## src/rtl/riscv_pkg.sv

```systemverilog
// Shared decode-stage definitions: immediate-select encodings, skid buffer
// states and the combinational immediate extender.
package riscv_pkg;

  localparam int XLEN_DEF = 32;

  typedef enum logic [2:0] {
    IMM_I = 3'b000,
    IMM_S = 3'b001,
    IMM_B = 3'b010,
    IMM_U = 3'b011,
    IMM_J = 3'b100,
    IMM_Z = 3'b101
  } imm_src_e;

  typedef enum logic [1:0] {
    BUF_EMPTY = 2'd0,
    BUF_ONE   = 2'd1,
    BUF_TWO   = 2'd2
  } buf_state_e;

  // Returns {err, value} with value extended to 64 bits; callers narrow it
  // to their XLEN. The sign always comes from instr[31].
  function automatic logic [64:0] imm_extend(input logic [31:0] instr,
                                             input logic [2:0]  imm_src);
    logic [63:0] v;
    logic        err;
    v   = '0;
    err = 1'b0;
    case (imm_src)
      IMM_I: v = {{52{instr[31]}}, instr[31:20]};
      IMM_S: v = {{52{instr[31]}}, instr[31:25], instr[11:7]};
      IMM_B: v = {{51{instr[31]}}, instr[31], instr[7], instr[30:25],
                  instr[11:8], 1'b0};
      IMM_U: v = {{32{instr[31]}}, instr[31:12], 12'b0};
      IMM_J: v = {{43{instr[31]}}, instr[31], instr[19:12], instr[20],
                  instr[30:21], 1'b0};
      IMM_Z: v = {59'b0, instr[19:15]};
      default: begin
        v   = '0;
        err = 1'b1;
      end
    endcase
    return {err, v};
  endfunction

endpackage

```

## src/rtl/imm_skid_buf.sv

```systemverilog
// Two-entry skid buffer: main register drives the outputs, skid register
// absorbs the one extra entry accepted while downstream stalls.
module imm_skid_buf
  import riscv_pkg::*;
#(
  parameter int W = 38
) (
  input  logic         clk,
  input  logic         rst,
  input  logic         flush,
  input  logic         in_valid,
  output logic         in_ready,
  input  logic [W-1:0] in_data,
  output logic         out_valid,
  input  logic         out_ready,
  output logic [W-1:0] out_data
);

  buf_state_e   state_q;
  logic [W-1:0] main_q, skid_q;
  logic         vld_q, rdy_q;
  logic         acc, drn;

  // Ready is a register (only gated by rst) so out_ready never reaches in_ready
  assign in_ready  = rdy_q && !rst;
  assign out_valid = vld_q;
  assign out_data  = main_q;
  assign acc       = in_valid && in_ready;
  assign drn       = vld_q && out_ready;

  // EMPTY/ONE/TWO occupancy FSM with registered valid/ready flags
  always_ff @(posedge clk) begin
    if (rst) begin
      state_q <= BUF_EMPTY;
      main_q  <= '0;
      skid_q  <= '0;
      vld_q   <= 1'b0;
      rdy_q   <= 1'b1;
    end else if (flush) begin
      state_q <= BUF_EMPTY;
      vld_q   <= 1'b0;
      rdy_q   <= 1'b1;
    end else begin
      case (state_q)
        BUF_EMPTY: begin
          if (acc) begin
            main_q  <= in_data;
            vld_q   <= 1'b1;
            state_q <= BUF_ONE;
          end
        end
        BUF_ONE: begin
          if (acc && !drn) begin
            skid_q  <= in_data;
            rdy_q   <= 1'b0;
            state_q <= BUF_TWO;
          end else if (acc && drn) begin
            main_q  <= in_data;
          end else if (drn) begin
            vld_q   <= 1'b0;
            state_q <= BUF_EMPTY;
          end
        end
        BUF_TWO: begin
          // in_ready is low here, so only a drain can happen
          if (drn) begin
            main_q  <= skid_q;
            rdy_q   <= 1'b1;
            state_q <= BUF_ONE;
          end
        end
        default: begin
          vld_q   <= 1'b0;
          rdy_q   <= 1'b1;
          state_q <= BUF_EMPTY;
        end
      endcase
    end
  end

endmodule

```

## src/rtl/imm_gen_pipe.sv

```systemverilog
// Registered immediate generator: extends the immediate combinationally and
// stores {err, imm, tag} in a two-entry skid buffer. XLEN is 32 or 64.
module imm_gen_pipe
  import riscv_pkg::*;
#(
  parameter int XLEN  = XLEN_DEF,
  parameter int TAG_W = 5
) (
  input  logic             clk,
  input  logic             rst,
  input  logic             flush,
  input  logic             in_valid,
  output logic             in_ready,
  input  logic [31:0]      instr,
  input  logic [2:0]       imm_src,
  input  logic [TAG_W-1:0] in_tag,
  output logic             out_valid,
  input  logic             out_ready,
  output logic [XLEN-1:0]  imm_out,
  output logic [TAG_W-1:0] out_tag,
  output logic             imm_err
);

  localparam int W = XLEN + TAG_W + 1;

  logic [XLEN-1:0] imm_w;
  logic            err_w;
  logic [W-1:0]    pld_in, pld_out;

  // Narrow the 64-bit extension result to XLEN; the error flag sits above it
  assign imm_w  = XLEN'(imm_extend(instr, imm_src));
  assign err_w  = 1'(imm_extend(instr, imm_src) >> 64);
  assign pld_in = {err_w, imm_w, in_tag};

  imm_skid_buf #(.W(W)) u_buf (
    .clk       (clk),
    .rst       (rst),
    .flush     (flush),
    .in_valid  (in_valid),
    .in_ready  (in_ready),
    .in_data   (pld_in),
    .out_valid (out_valid),
    .out_ready (out_ready),
    .out_data  (pld_out)
  );

  assign {imm_err, imm_out, out_tag} = pld_out;

endmodule

```

## config.mk

```make
export PLATFORM = sky130hd
export DESIGN_NAME = imm_gen_pipe
export DESIGN_NICKNAME = d
export VERILOG_FILES = /design/src/rtl/riscv_pkg.sv /design/src/rtl/imm_skid_buf.sv /design/src/rtl/imm_gen_pipe.sv
export SDC_FILE = /design/constraint.sdc
export NUM_CORES = 1
export LEC_CHECK = 0
export ABC_AREA = 0
export CAP_MARGIN = 20
export CORE_ASPECT_RATIO = 0.7
export CORE_MARGIN = 1
export CORE_UTILIZATION = 50
export CTS_CLUSTER_DIAMETER = 120
export DETAILED_ROUTE_END_ITERATION = 16
export GPL_TIMING_DRIVEN = 1
export MAX_ROUTING_LAYER = met4
export PLACE_DENSITY_LB_ADDON = 0.15
export SETUP_SLACK_MARGIN = 0.3
export SYNTH_ARGS = -nofsm -noshare
export SYNTH_HDL_FRONTEND = slang
export SYNTH_SLANG_ARGS = --single-unit
```

## constraint.sdc

```tcl
create_clock -name clk -period 2.4 [get_ports clk]
set_clock_uncertainty 0.2 [all_clocks]
set_input_delay 0.48 -clock clk [delete_from_list [all_inputs] [get_ports clk]]
set_output_delay 0.48 -clock clk [all_outputs]
set_load 0.05 [all_outputs]
```

==> flow_metrics.tcl <==
set metrics [dict create \
    status "finished, final reports clean" \
    tightest_slew_ns 0.542 \
    fin_crit_ns 2.09 \
    hold_class "reg2reg" \
    r2r_slack_ns 0.49 \
    finalNonFillerCells 638 \
    ir_worst_vdd_mv 0.389 \
    cp-end-kind "flip-flop" \
    design_area_sq_um 5090 \
    avgSynthCellArea_sq_um 8.24 \
    start_util_pct 51.6 \
    cts_hold_buf 0 \
    ys_ff_latch 80 \
    clk_pin_slew_worst_paths_ns 0.08 \
    setup_viol 0 \
    place_ws_ns -0.152 \
    critical_path_class "in2reg" \
    grt_use_total_pct 26.9 \
    synth_cells 456 \
    slew_headroom_pct 63.7 \
    clock_latency_ns 0.35 \
    finalHoldViolCount 0 \
    fin_nets 580 \
    dieArea_sq_um 7870 \
    arrival_ns 2.13 \
    synthArstFlopShare_pct 0 \
    crit_fanout 10 \
    grt_overflow 0 \
    first_global_vias 3368 \
    crit_required_ns 2.44 \
    critPathLaunchType "primary input" \
    cts_tree "done" \
    synth_fp_nets 501 \
    fin_crit_sh_pct 86.9 \
    vias_per_cell 5.88 \
    grt_pass1_wl_microns 16300 \
    syn_to_final_growth_pct 35.4 \
    synth-seq-area-share_pct 42.6 \
    synth-edff-count 0 \
    gp_congestion 0.826 \
    grt_max_degree 43 \
    dp_cells 615 \
    core_sq_um 7290 \
    place_area_sq_um 4720 \
    wl_microns 10400 \
    powerDensity_nw_per_um2 626 \
    synthFlopType "dfxtp_1" \
    final_util_pct 69.8 \
    final_cell_mix "nand2_1, dfxtp_1, dlygate4sd2_1" \
    root_buffer "clkbuf_8" \
    num_vias 3754 \
    drt_iter0_markers 260 \
    p_total_mw 3.19 \
    cts_buffers 9 \
    clock_sinks 80 \
    syn-cell-area_sq_um 3760 \
    rsz0062_at_grt "false" \
    grt_antenna_before_repair 0 \
    worst_slack_ns 0.315 \
    die_h_microns 74.5 \
    hpwl_microns 6610 \
    leakage_nw 1.94 \
    die_x_microns 106 \
    io_buffers 77 \
    antenna_cells 0 \
    dr.pass1.iters 4 \
    cap_violations 0 \
    ios 85 \
    cts_buffer_depth 2 \
    wire_per_inst_microns 16.3 \
    synth_cell_type_count 44 \
    drive_gt1_share_pct 15.7 \
    route.detailed.drc 0 \
    htreeDepth 3 \
    yosys_warnings 0 \
    num_rows 26 \
    drv_slew 0 \
    antenna_left 0 \
    max_freq_ghz 0.480 \
]
==> cells by family after synthesis <==
kind of cell / share of synthesized area, %
compound gates: 25.5
buf+inv: 5.93
flops: 42.6
mux: 1.50
simple gates: 24.4
==> metrics by stage <==
step / TNS [ns] / hold slack, ns
floorplan: 0 / 0.237
global placement: -3.21 / 0.243
detailed placement: -5.02 / 0.248
CTS: 0 / 0.260
global route: 0 / 0.281
finish: 0 / 0.262
==> registers in the layout, summed over array words and instances (netlist names) <==
register	count
u_buf.out_data	38
u_buf.state_q	2
u_buf.out_valid	1
u_buf.skid_q	38
u_buf.rdy_q	1
==> repair_timing <==
item                                    CTS  global route
pin swaps                                 3             3
gates cloned                              1             2
gates resized for setup                  46            14
endpoints found under the setup margin   86            45
setup buffers                             2             2
hold endpoints to repair                  0             0
==> cell usage after synthesis (3+ instances only) <==
library cell | count | share of area, %
a21oi_1 | 31 | 4.1
nand3_1 | 19 | 2.5
o22ai_1 | 5 | 0.83
o21ai_0 | 10 | 1.3
nand4_1 | 8 | 1.3
nor4bb_1 | 5 | 1.3
dfxtp_1 | 80 | 43
nor2_1 | 40 | 4.0
nor2b_1 | 3 | 0.50
buf_2 | 16 | 2.1
o32ai_2 | 5 | 2.2
nand3b_1 | 3 | 0.60
o31ai_1 | 8 | 1.6
a221oi_1 | 4 | 0.93
o32ai_1 | 6 | 1.4
mux2_2 | 5 | 1.5
clkbuf_1 | 25 | 2.5
inv_1 | 3 | 0.30
nor3_1 | 24 | 3.2
a311oi_1 | 14 | 3.3
nand2_1 | 78 | 7.8
o21a_1 | 7 | 1.4
a211oi_1 | 31 | 6.2
buf_4 | 3 | 0.60
==> worst max-delay path, stage by stage <==
cell	delay, ns
clkdlybuf4s50_1	0.45
buf_4	0.18
mux2_2	0.35
a221oi_1	0.38
o21a_1	0.21
o22ai_1	0.07
==> where the power goes <==
group	total (mW)	internal (mW)	switching (mW)
logic	0.471	0.190	0.281
clock network	1.34	0.832	0.509
registers	1.37	1.36	0.0177
total	3.19	2.38	0.808
==> area by class of cell <==
class	count	area [sq um]
flip-flops and latches	80	1600
clock inverters	6	138
repair buffers	113	1080
clock buffers	10	138
fillers	618	2200
inverters	3	11.3
multi-input cells	328	2000
well taps	98	123
==> metal layers <==
layer | global-route usage (%) | vias up | share of wire (%)
met5 | - | - | 0
met4 | 5.86 | 0 | 0.56
met3 | 5.26 | 6 | 6.3
met2 | 44.2 | 132 | 46
met1 | 34.8 | 1786 | 47
li1 | - | 1830 | -
==> path summary, 6_finish.rpt <==
kind,start,endpoint,cells past startpoint
hold / removal,u_buf.skid_q[15],u_buf.skid_q[15],2
setup / recovery,imm_src[2],u_buf.out_data[7],6
hold reg to reg,u_buf.skid_q[15],u_buf.skid_q[15],2
setup reg to reg,u_buf.state_q[1],u_buf.out_data[1],7
Power figures use the tool's default switching activity.
